File: config.mk
export PLATFORM = sky130hd
export DESIGN_NAME = sprite_motion_engine
export DESIGN_NICKNAME = d
export VERILOG_FILES = /design/src/rtl/sprite_motion_engine.sv
export SDC_FILE = /design/constraint.sdc
export NUM_CORES = 1
export LEC_CHECK = 0
export CORE_ASPECT_RATIO = 1.4
export CORE_MARGIN = 2
export CORE_UTILIZATION = 45
export CTS_CLUSTER_DIAMETER = 60
export CTS_CLUSTER_SIZE = 40
export DETAILED_ROUTE_END_ITERATION = 6
export DONT_BUFFER_PORTS = 1
export REMOVE_ABC_BUFFERS = 1
export SETUP_SLACK_MARGIN = 0.05
export SLEW_MARGIN = 0
export SYNTH_ARGS = -nofsm -noshare
export SYNTH_HDL_FRONTEND = slang
export SYNTH_SLANG_ARGS = --single-unit
File: constraint.sdc
create_clock -name clock_162 -period 11.9 [get_ports clock_162]
set_input_delay 2.38 -clock clock_162 [delete_from_list [all_inputs] [get_ports clock_162]]
set_output_delay 2.38 -clock clock_162 [all_outputs]
set_load 0.01 [all_outputs]
File: src/rtl/sprite_motion_engine.sv
// sprite_motion_engine: per-frame sprite physics feeding the VGA driver.
// Each accepted frame_start walks the sprites one at a time (CALC then WB),
// updating shadow copies of position and velocity, and a final COMMIT copies
// every shadow position to the output buses on one edge so the driver never
// sees a mix of old and new positions.
module sprite_motion_engine #(
    parameter int NUM_SPRITES = 4,
    parameter int SCREEN_W    = 1600,
    parameter int SCREEN_H    = 1200,
    parameter int SPRITE_SIZE = 127,
    parameter int GRAVITY     = 1,
    parameter int VEL_W       = 8
) (
    input  logic                             clock_162,
    input  logic                             rst,
    input  logic                             frame_start,
    input  logic                             pause,
    input  logic                             load_valid,
    output logic                             load_ready,
    input  logic [$clog2(NUM_SPRITES)-1:0]   load_idx,
    input  logic [10:0]                      load_row,
    input  logic [11:0]                      load_col,
    input  logic signed [VEL_W-1:0]          load_vrow,
    input  logic signed [VEL_W-1:0]          load_vcol,
    output logic [NUM_SPRITES*11-1:0]        sprite_row,
    output logic [NUM_SPRITES*12-1:0]        sprite_col,
    output logic                             busy,
    output logic                             update_done,
    output logic                             overrun
);

    localparam int IDX_W = $clog2(NUM_SPRITES);
    localparam int ROW_MAX_I = SCREEN_H - SPRITE_SIZE;
    localparam int COL_MAX_I = SCREEN_W - SPRITE_SIZE;

    localparam logic [10:0]        ROW_MAX    = 11'(ROW_MAX_I);
    localparam logic [11:0]        COL_MAX    = 12'(COL_MAX_I);
    localparam logic signed [12:0] ROW_MAX_S  = 13'(ROW_MAX_I);
    localparam logic signed [12:0] COL_MAX_S  = 13'(COL_MAX_I);
    localparam logic signed [12:0] ROW_MAX2_S = 13'(2 * ROW_MAX_I);
    localparam logic signed [12:0] COL_MAX2_S = 13'(2 * COL_MAX_I);

    localparam logic signed [VEL_W-1:0] VEL_HI  = VEL_W'(2**(VEL_W-1) - 1);
    localparam logic signed [VEL_W-1:0] VEL_LO  = VEL_W'(1 - 2**(VEL_W-1));
    localparam logic signed [VEL_W-1:0] VEL_BAD = {1'b1, {(VEL_W-1){1'b0}}};
    // Two guard bits so velocity plus gravity cannot wrap before saturation.
    localparam logic signed [VEL_W+1:0] GRAV_W   = (VEL_W+2)'(GRAVITY);
    localparam logic signed [VEL_W+1:0] VEL_HI_W = (VEL_W+2)'(2**(VEL_W-1) - 1);
    localparam logic signed [VEL_W+1:0] VEL_LO_W = (VEL_W+2)'(1 - 2**(VEL_W-1));
    localparam logic [IDX_W-1:0]        IDX_LAST = IDX_W'(NUM_SPRITES - 1);

    typedef enum logic [1:0] {IDLE, CALC, WB, COMMIT} state_t;

    state_t            state_reg, state_next;
    logic [IDX_W-1:0]  idx_reg, idx_next;

    logic [10:0]             shadow_row_reg [NUM_SPRITES];
    logic [11:0]             shadow_col_reg [NUM_SPRITES];
    logic [10:0]             out_row_reg    [NUM_SPRITES];
    logic [11:0]             out_col_reg    [NUM_SPRITES];
    logic signed [VEL_W-1:0] vrow_reg       [NUM_SPRITES];
    logic signed [VEL_W-1:0] vcol_reg       [NUM_SPRITES];

    logic signed [12:0] next_row_reg, next_col_reg;
    logic               update_done_reg, overrun_reg;

    logic signed [12:0]      refl_row, refl_col;
    logic signed [VEL_W-1:0] vrow_cur, vcol_cur, refl_vrow, refl_vcol, grav_vrow;
    logic signed [VEL_W+1:0] vsum;
    logic                    load_fire;
    logic                    unused_refl_bits;

    assign load_ready = (state_reg == IDLE) && !frame_start;
    assign load_fire  = load_valid && load_ready;
    assign busy        = (state_reg != IDLE);
    assign update_done = update_done_reg;
    assign overrun     = overrun_reg;

    // Reflected positions always land in 0..MAX, so the top bits are never needed.
    assign unused_refl_bits = ^{refl_row[12:11], refl_col[12]};

    // State and sprite-index register.
    always_ff @(posedge clock_162) begin
        if (rst) begin
            state_reg <= IDLE;
            idx_reg   <= '0;
        end else begin
            state_reg <= state_next;
            idx_reg   <= idx_next;
        end
    end

    // Next-state logic: walk CALC/WB per sprite, then COMMIT once.
    always_comb begin
        state_next = state_reg;
        idx_next   = idx_reg;
        case (state_reg)
            IDLE: begin
                if (frame_start && !pause) begin
                    state_next = CALC;
                    idx_next   = '0;
                end
            end
            CALC: state_next = WB;
            WB: begin
                if (idx_reg == IDX_LAST) begin
                    state_next = COMMIT;
                end else begin
                    state_next = CALC;
                    idx_next   = idx_reg + 1'b1;
                end
            end
            COMMIT:  state_next = IDLE;
            default: state_next = IDLE;
        endcase
    end

    // Edge reflection on both axes, then saturating gravity on the row velocity.
    always_comb begin
        vrow_cur  = vrow_reg[idx_reg];
        vcol_cur  = vcol_reg[idx_reg];
        refl_row  = next_row_reg;
        refl_vrow = vrow_cur;
        refl_col  = next_col_reg;
        refl_vcol = vcol_cur;
        if (next_row_reg < 13'sd0) begin
            refl_row  = -next_row_reg;
            refl_vrow = -vrow_cur;
        end else if (next_row_reg > ROW_MAX_S) begin
            refl_row  = ROW_MAX2_S - next_row_reg;
            refl_vrow = -vrow_cur;
        end
        if (next_col_reg < 13'sd0) begin
            refl_col  = -next_col_reg;
            refl_vcol = -vcol_cur;
        end else if (next_col_reg > COL_MAX_S) begin
            refl_col  = COL_MAX2_S - next_col_reg;
            refl_vcol = -vcol_cur;
        end
        vsum      = $signed({{2{refl_vrow[VEL_W-1]}}, refl_vrow}) + GRAV_W;
        grav_vrow = vsum[VEL_W-1:0];
        if (vsum > VEL_HI_W) begin
            grav_vrow = VEL_HI;
        end else if (vsum < VEL_LO_W) begin
            grav_vrow = VEL_LO;
        end
    end

    // Sprite state: loads, per-sprite step, write-back and atomic commit.
    always_ff @(posedge clock_162) begin
        if (rst) begin
            for (int i = 0; i < NUM_SPRITES; i++) begin
                shadow_row_reg[i] <= ((i & 2) != 0) ? ROW_MAX : 11'd0;
                shadow_col_reg[i] <= ((i & 1) != 0) ? COL_MAX : 12'd0;
                out_row_reg[i]    <= ((i & 2) != 0) ? ROW_MAX : 11'd0;
                out_col_reg[i]    <= ((i & 1) != 0) ? COL_MAX : 12'd0;
                vrow_reg[i]       <= '0;
                vcol_reg[i]       <= '0;
            end
            next_row_reg    <= '0;
            next_col_reg    <= '0;
            update_done_reg <= 1'b0;
            overrun_reg     <= 1'b0;
        end else begin
            update_done_reg <= (state_reg == COMMIT);
            if (frame_start && !pause && (state_reg != IDLE)) begin
                overrun_reg <= 1'b1;
            end
            case (state_reg)
                IDLE: begin
                    if (load_fire) begin
                        shadow_row_reg[load_idx] <= (load_row > ROW_MAX) ? ROW_MAX : load_row;
                        shadow_col_reg[load_idx] <= (load_col > COL_MAX) ? COL_MAX : load_col;
                        out_row_reg[load_idx]    <= (load_row > ROW_MAX) ? ROW_MAX : load_row;
                        out_col_reg[load_idx]    <= (load_col > COL_MAX) ? COL_MAX : load_col;
                        vrow_reg[load_idx]       <= (load_vrow == VEL_BAD) ? VEL_LO : load_vrow;
                        vcol_reg[load_idx]       <= (load_vcol == VEL_BAD) ? VEL_LO : load_vcol;
                    end
                end
                CALC: begin
                    next_row_reg <= $signed({2'b00, shadow_row_reg[idx_reg]})
                                  + $signed({{(13-VEL_W){vrow_cur[VEL_W-1]}}, vrow_cur});
                    next_col_reg <= $signed({1'b0, shadow_col_reg[idx_reg]})
                                  + $signed({{(13-VEL_W){vcol_cur[VEL_W-1]}}, vcol_cur});
                end
                WB: begin
                    shadow_row_reg[idx_reg] <= refl_row[10:0];
                    shadow_col_reg[idx_reg] <= refl_col[11:0];
                    vrow_reg[idx_reg]       <= grav_vrow;
                    vcol_reg[idx_reg]       <= refl_vcol;
                end
                COMMIT: begin
                    for (int i = 0; i < NUM_SPRITES; i++) begin
                        out_row_reg[i] <= shadow_row_reg[i];
                        out_col_reg[i] <= shadow_col_reg[i];
                    end
                end
                default: ;
            endcase
        end
    end

    // Pack committed positions onto the driver buses, sprite 0 in the low bits.
    for (genvar gi = 0; gi < NUM_SPRITES; gi++) begin : g_pack
        assign sprite_row[gi*11 +: 11] = out_row_reg[gi];
        assign sprite_col[gi*12 +: 12] = out_col_reg[gi];
    end

endmodule

* After elaboration in Yosys (flattened, before gate mapping) *
Memory sizes are Yosys's and may differ from the RTL's. A register that Yosys moved wholly into a read port is not among the register bits.
Index checks and enable logic that the tools add are counted.

word-level totals
  register bits after elaboration = 32
  memory bits (writable) = 248
  input bits = 46
  output and inout bits = 96
  word-level logic and storage cells = 144
  memories = 6

memory list
  memory          words  bits a word  read ports  clocked after memory_dff  wr ports  line  source
  out_col_reg     4      12           4           0                         4         60    logic [11:0] out_col_reg [NUM_SPRITES];
  shadow_col_reg  4      12           5           1                         4         58    logic [11:0] shadow_col_reg [NUM_SPRITES];
  out_row_reg     4      11           4           0                         4         59    logic [10:0] out_row_reg [NUM_SPRITES];
  shadow_row_reg  4      11           5           1                         4         57    logic [10:0] shadow_row_reg [NUM_SPRITES];
  vcol_reg        4      8            1           1                         4         62    logic signed [VEL_W-1:0] vcol_reg [NUM_SPRITES];
  vrow_reg        4      8            1           1                         4         61    logic signed [VEL_W-1:0] vrow_reg [NUM_SPRITES];

cells by class
  add/subtract/negate cells = 10
  magnitude comparators = 8
  equal/unequal tests = 8
  multiplexer cells = 78
  bitwise gates (word level) = 8
  reduce and logical (&&, ||, !) cells = 20

operator list
  kind                                                         number
  two-way mux 12 bit                                           10
  two-way mux 11 bit                                           10
  two-way mux 8 bit                                            12
  two-way mux 2 bit                                            22
  OR reduction 12 bit                                          3
  OR reduction 11 bit                                          3
  OR reduction 8 bit                                           4
  > comparator 13 x 12 -> 1 bit, second input constant         2
  less-than comparator 13 x 1 -> 1 bit, second input constant  2
  two-way mux 1 bit                                            22
  equality test 8 bit, second input constant                   2
  negator 8 bit                                                2
  adder 12 x 8 -> 13 bit                                       1
  adder 13 x 8 -> 13 bit                                       1
  > comparator 12 x 11 -> 1 bit, second input constant         1
  negator 12 bit                                               1
  subtractor 12 bit, first input constant                      1
  > comparator 11 bit, second input constant                   1
  negator 11 bit                                               1
  subtractor 8 x 11 -> 11 bit, first input constant            1
  adder 8 x 2 -> 9 bit, second input constant                  1
  > comparator 9 x 8 -> 1 bit, second input constant           1
  less-than comparator 9 x 8 -> 1 bit, second input constant   1
  OR 1 bit                                                     8
  other kinds (12)                                             19

* Logic depth before layout (Yosys ltp) *
Gate-level depths: netlist of run 1.

  depth in word-level cells = 10
  depth in mapped cells = 17
  gate-level depth less buffers = 14

* Worst setup path before layout of run 1 *
No wires, ideal clock.

  kind = input to register
  start = input port rst
  end = memory shadow_col_reg[3][0] (enable)
  data arrival time = 5888 ps
  setup slack = 5528 ps
  stages on the path = 5
  cells stage by stage = clkbuf_1 -> clkbuf_1 -> clkbuf_1 -> nor2_1 -> nor3_1

RTL lines
  element      line  source
  from (decl)  15    input logic rst,
  to (decl)    58

==> results.sh, run 1 <==
export IMPL_status="finished, final reports clean"
export IMPL_synth_largest_area_cell="edfxtp_1"
export IMPL_whs_endpoint="next_col_reg[5]"
export IMPL_skew_ps=35.9
export IMPL_synth_warnings=0
export IMPL_rsz0062_at_grt="false"
export IMPL_clockRootBuffer="clkbuf_16"
export IMPL_grt_first_pass_wirelength_um=57800
export IMPL_setup_viol=0
export IMPL_tritoncts="yes"
export IMPL_fmaxAchievable_mhz=195
export IMPL_use_met2=0.392
export IMPL_r2r_end="vrow_reg[1][2]"
export IMPL_worst_slack_ps=6760
export IMPL_synth_distinct_cells=80
export IMPL_clock_power_share=0.333
export IMPL_p_per_area_mw_per_mm2=131
export IMPL_synth_edf_count=248
export IMPL_synth_ff_type="edfxtp_1"
export IMPL_antenna_found_initial=0
export IMPL_syn_to_final_growth_pct=6.94
export IMPL_cp_arrival_ps=5290
export IMPL_endpoint_kind="flip-flop"
export IMPL_reg2reg_depth=12
export IMPL_drt_antenna_violating_nets=0
export IMPL_grt_start_max_net_pins=47
export IMPL_use_met1=0.289
export IMPL_clock_sinks=282
export IMPL_die_x_um=155
export IMPL_swShare=0.254
export IMPL_synthMuxAreaShare=0.0661
export IMPL_wl_um=38000
export IMPL_routabilityCongestion=0.887
export IMPL_synth_compound_area_frac=0.139
export IMPL_relSlewSlack=0.152
export IMPL_hpwlAfterDp_um=26600
export IMPL_netlist_instances=1261
export IMPL_p_leak_uw=0.00541
export IMPL_clkSlewWorstSetupHoldPaths_ps=100
export IMPL_first_global_vias=9592
export IMPL_period_minus_slack_ps=5140
export IMPL_async_reset_ff_frac=0
export IMPL_hold_buffers=0
export IMPL_final_nets=1306
export IMPL_drt_iter0_drc=657
export IMPL_drc_errors=0
export IMPL_grt_overflow_total=0
export IMPL_top_usage_layer="met2"
export IMPL_synth_adder_area_share=0.0338
export IMPL_hp_start="next_col_reg[5]"
export IMPL_power_frac_seq=0.569
export IMPL_critical_path_class="in -> reg"
export IMPL_synth_top_family_by_area="compound AO/OA/AOI/OAI gates"
export IMPL_synth_top_area_frac=0.515
export IMPL_diodes=0
export IMPL_ios=142
export IMPL_syn_area_mm2=0.0144
export IMPL_drive_gt1_frac=0.0941
export IMPL_report_final_slew_viol_count=0
export IMPL_drv_cap=0
export IMPL_met3_usage=0.0323
export IMPL_holdPathStages=2
export IMPL_regToRegSetupSlack_ps=7010
export IMPL_hp_class="reg -> reg"
export IMPL_port_buffers=0
export IMPL_cts_htree_levels=1
export IMPL_yosys_top_cells_area="edfxtp_1, mux4_2, nor2_1, dfxtp_1, a22o_1"
export IMPL_core_area_mm2=0.0316
export IMPL_syn_area_per_cell_um2=11.5
export IMPL_nFillCells=2826
export IMPL_critPathMaxFanout=40
export IMPL_wl_per_cell_um=23.4
export IMPL_cts_resized=0
export IMPL_synth_xor_xnor_area_share=0.0278
export IMPL_cts_setup_buffers=0
export IMPL_initial_core_util=0.457
export IMPL_seq_area_frac_synth=0.563
export IMPL_post_route_period_util=0.432
export IMPL_std_cell_rows=77
export IMPL_cell_internal_pwr_uw=1510
export IMPL_ctsLongestPathBuffers=3
export IMPL_tightest_slew_ps=1270
export IMPL_ir_worst_vdd_uv=75.8
export IMPL_power_frac_comb=0.098
export IMPL_gr_usage_all_layers=0.226
export IMPL_tns_ps=0
export IMPL_post_place_ws_ps=6220
export IMPL_p_sw_uw=516
export IMPL_yosys_area_share_simple=0.131
export IMPL_multi_input_area_mm2=0.00582
export IMPL_cp_start_kind="input pin"
export IMPL_ff_latch_area_mm2=0.00813
export IMPL_clk_latency_ps=540
export IMPL_worstPathRequired_ps=12050
export IMPL_cts_buffers=16
export IMPL_ys_ff_latch=282
export IMPL_vias_per_cell=6.06
export IMPL_hold_viol=0
export IMPL_num_vias=9871
export IMPL_firstDrtPassIters=5
export IMPL_dieArea_mm2=0.0336
export IMPL_die_h_um=216
==> placed cells by master, fill, tap and decap left out, types with 7 or more instances in the layout <==
master     netlist  final
nor3_1          22     20
clkbuf_16        0     17
ha_1            35     35
buf_4            0     17
dfxtp_1         34     32
a22oi_1         19     19
xnor2_1         29     29
o22a_1           8      8
a22o_1          52     52
nand2b_1        19     16
a21o_1           7      7
or3_1            8      8
mux4_2          35     35
nand2_1         89     89
xor2_1          15     15
edfxtp_1       248    248
nor2b_1          9      9
o21ai_0         69     69
nor2_1         203    203
inv_1           71     70
a21oi_1         67     65
nor3b_1          8      7
and2_1           7      7
nand3_1         13     13
==> logic make-up after synthesis <==
kind of cell / Yosys count
xor+xnor: 45
mux: 45
simple gates: 416
flops: 282
compound gates: 291
buf+inv: 144
fa+ha+maj: 38
==> cell usage after synthesis, types with 9 or more instances <==
cell,number
inv_1,71
xor2_1,15
dfxtp_1,34
nor2b_1,9
mux4_2,35
a22oi_1,19
o21ai_0,69
nand2_1,89
a22o_1,52
clkbuf_1,58
nor2_1,203
nor3_1,22
nand2b_1,19
a21oi_1,67
edfxtp_1,248
ha_1,35
nand3_1,13
xnor2_1,29
==> area by class of cell <==
cell class / instances / area share
clock buffer: 17 / 0.0275
inverter: 71 / 0.0172
timing repair buffer: 17 / 0.00826
multi-input combinational: 835 / 0.376
sequential: 282 / 0.526
tap: 395 / 0.0320
clock inverter: 11 / 0.0124
==> critical path, stage by stage <==
cell	delay [ps]
nand2b_1	200
or3_1	610
nor2_1	470
nor2b_1	90
o32ai_1	230
a21oi_4	90
buf_4	310
nand2b_2	860
==> power groups by stage <==
stage               clock network [µW]  logic (µW)  registers (µW)
floorplan                            0         141            1170
global placement                     0         197            1180
detailed placement                   0         199            1180
CTS                                689         201            1150
global route                       716         221            1160
finish                             675         200            1150
==> layer usage <==
layer	part of all wire	vias to the layer above
met5	0	-
met4	0.031	0
met3	0.069	65
met2	0.50	395
met1	0.40	4844
li1	-	4567
==> through the flow <==
| step | power, µW | area [µm²] | instances | hold slack (ps) | utilization |
|---|---|---|---|---|---|
| floorplan | 1310 | 14100 | 1188 | 446 | - |
| global placement | 1370 | 14800 | 1600 | 491 | 0.469 |
| detailed placement | 1380 | 14800 | 1600 | 495 | 0.469 |
| CTS | 2040 | 15500 | 1628 | 509 | 0.489 |
| global route | 2100 | 15500 | 1628 | 526 | 0.489 |
| finish | 2030 | 15500 | 1628 | 506 | 0.489 |
==> worst max path at each step <==
stage,start,to
2_1_floorplan,rst,shadow_col_reg[0][0]
3_3_place_gp,frame_start,shadow_col_reg[0][8]
3_5_place_dp,frame_start,shadow_row_reg[0][7]
4_1_cts,frame_start,shadow_row_reg[0][4]
5_1_grt,frame_start,shadow_row_reg[0][4]
6_report,frame_start,shadow_col_reg[0][3]
Power figures use the tool's default switching activity.
==> inputs of run 2 (changes only) <==
- clock period: 11.9 -> 4.3 ns (I/O delays scaled with it)
==> run 2 against run 1 <==
Against the previous run: sequential share of layout area is 0.61 points lower; global-route usage is 1.0 points higher; combinational power grew to 2.9 times the previous value; core utilization is 0.57 points higher; routed wire length is 4.7% higher; power grew to 2.8 times the previous value; cell area is 1.2% higher; die area stayed put; via count is 0.38% higher; count of clock-buffer cells in the layout is 1 higher; flip-flop and latch count stayed put; critical endpoint is now vrow_reg[2][2].
==> results.sh, run 2 (same netlist as run 1, synthesis figures left out) <==
export IMPL_hold_buffers=0
export IMPL_gr_usage_all_layers=0.236
export IMPL_dieArea_mm2=0.0336
export IMPL_cts_htree_levels=1
export IMPL_cts_setup_buffers=0
export IMPL_hold_viol=0
export IMPL_relSlewSlack=0.401
export IMPL_drc_errors=0
export IMPL_reg2reg_depth=12
export IMPL_power_frac_seq=0.568
export IMPL_use_met2=0.415
export IMPL_final_area_mm2=0.0156
export IMPL_hpwlAfterDp_um=27600
export IMPL_period_minus_slack_ps=3930
export IMPL_crit_slowest_cell="mux4_1"
export IMPL_drive_gt1_frac=0.111
export IMPL_clkSlewWorstSetupHoldPaths_ps=110
export IMPL_critical_path_buf_inv_count=1
export IMPL_first_global_vias=9962
export IMPL_ctsLongestPathBuffers=3
export IMPL_clock_sinks=282
export IMPL_grt_start_max_net_pins=50
export IMPL_hp_class="in -> reg"
export IMPL_setup_viol=0
export IMPL_worstPathRequired_ps=4570
export IMPL_num_vias=9909
export IMPL_fin_util=0.495
export IMPL_critPathMaxStageDelay_ps=670
export IMPL_multi_input_area_mm2=0.00581
export IMPL_clockRootBuffer="clkbuf_16"
export IMPL_path_cells="mux4_1 > inv_1 > ha_1 > nor2b_1 > and4b_1 > o31a_1 > o21bai_2 > or4_1 > a221o_1 > a22o_4 > a221oi_4 > nor2_1"
export IMPL_layout_commonest_cell="edfxtp_1"
export IMPL_critPathMaxFanout=4
export IMPL_clock_power_share=0.329
export IMPL_tightest_slew_ps=892
export IMPL_wl_per_cell_um=24.1
export IMPL_grt_first_pass_wirelength_um=60400
export IMPL_p_per_area_mw_per_mm2=359
export IMPL_cp_top_family="compound AO/OA/AOI/OAI gates"
export IMPL_ir_worst_vdd_uv=259
export IMPL_critical_path_class="reg -> reg"
export IMPL_cts_buffers=16
export IMPL_syn_to_final_growth_pct=8.20
export IMPL_die_h_um=216
export IMPL_ff_latch_area_mm2=0.00813
export IMPL_nFillCells=2830
export IMPL_drt_antenna_violating_nets=0
export IMPL_post_place_ws_ps=420
export IMPL_die_x_um=155
export IMPL_cell_internal_pwr_uw=4110
export IMPL_tritoncts="yes"
export IMPL_post_route_period_util=0.915
export IMPL_rsz0062_at_grt="false"
export IMPL_top_usage_layer="met2"
export IMPL_clk_latency_ps=540
export IMPL_swShare=0.268
export IMPL_grt_overflow_total=0
export IMPL_met3_usage=0.0363
export IMPL_port_buffers=0
export IMPL_worst_slack_ps=366
export IMPL_mostFrequentLayoutCells="edfxtp_1, nor2_1, nand2_1"
export IMPL_p_leak_uw=0.00554
export IMPL_std_cell_rows=77
export IMPL_total_power_uw=5620
export IMPL_p_sw_uw=1510
export IMPL_holdPathStages=1
export IMPL_wl_um=39800
export IMPL_status="finished, final reports clean"
export IMPL_ios=142
export IMPL_report_final_slew_viol_count=0
export IMPL_initial_core_util=0.457
export IMPL_vias_per_cell=6.00
export IMPL_fmaxAchievable_mhz=254
export IMPL_cp_depth=12
export IMPL_core_area_mm2=0.0316
export IMPL_final_nets=1329
export IMPL_drt_iter0_drc=898
export IMPL_cp_arrival_ps=4200
export IMPL_hold_slack_ps=410
export IMPL_firstDrtPassIters=5
export IMPL_postPlaceCellArea_mm2=0.0150
export IMPL_endpoint_kind="flip-flop"
export IMPL_use_met1=0.299
export IMPL_drv_cap=0
export IMPL_diodes=0
export IMPL_antenna_found_initial=0
export IMPL_skew_ps=29.5
export IMPL_routabilityCongestion=0.880
export IMPL_cp_start_kind="flip-flop"
export IMPL_power_frac_comb=0.103
==> run 2: final timing paths <==
path                                 startpoint               to  slack, ps
worst min register to register  next_col_reg[8]  next_col_reg[8]        520
worst min-delay path                        rst  next_row_reg[0]        410
worst max-delay path                  flip-flop   vrow_reg[2][2]        370
worst max register to register        flip-flop   vrow_reg[2][2]        370
==> run 2: final cells by class <==
cell class	instances	area share
flip-flops and latches	282	0.520
multi-input cells	835	0.371
well taps	395	0.0316
clock buffers	18	0.0275
repair buffers	40	0.0213
inverters	71	0.0170
clock inverters	10	0.0111
==> run 2: power groups by stage <==
stage | Sequential [µW] | Combinational [µW] | Clock, µW
final | 3190 | 580 | 1850
after floorplan | 3230 | 391 | 0
after global routing | 3200 | 638 | 1960
after CTS | 3190 | 579 | 1880
after global placement | 3250 | 574 | 0
after detailed placement | 3250 | 575 | 0
==> run 2: metrics by stage <==
stage | TNS [ps] | instances
floorplan | -84110 | 1188
global placement | 0 | 1623
detailed placement | 0 | 1623
CTS | 0 | 1651
global route | 0 | 1651
finish | 0 | 1651
==> run 2: metal layers <==
metal,share of wire,vias to the layer above
met5,0,-
met4,0.026,0
met3,0.063,54
met2,0.50,366
met1,0.41,4875
li1,-,4614
==> run 2: timing repair <==
action	4_1_cts	5_1_grt
gates resized for setup	0	3
setup endpoints to repair	0	3
endpoints found under the hold margin	0	0
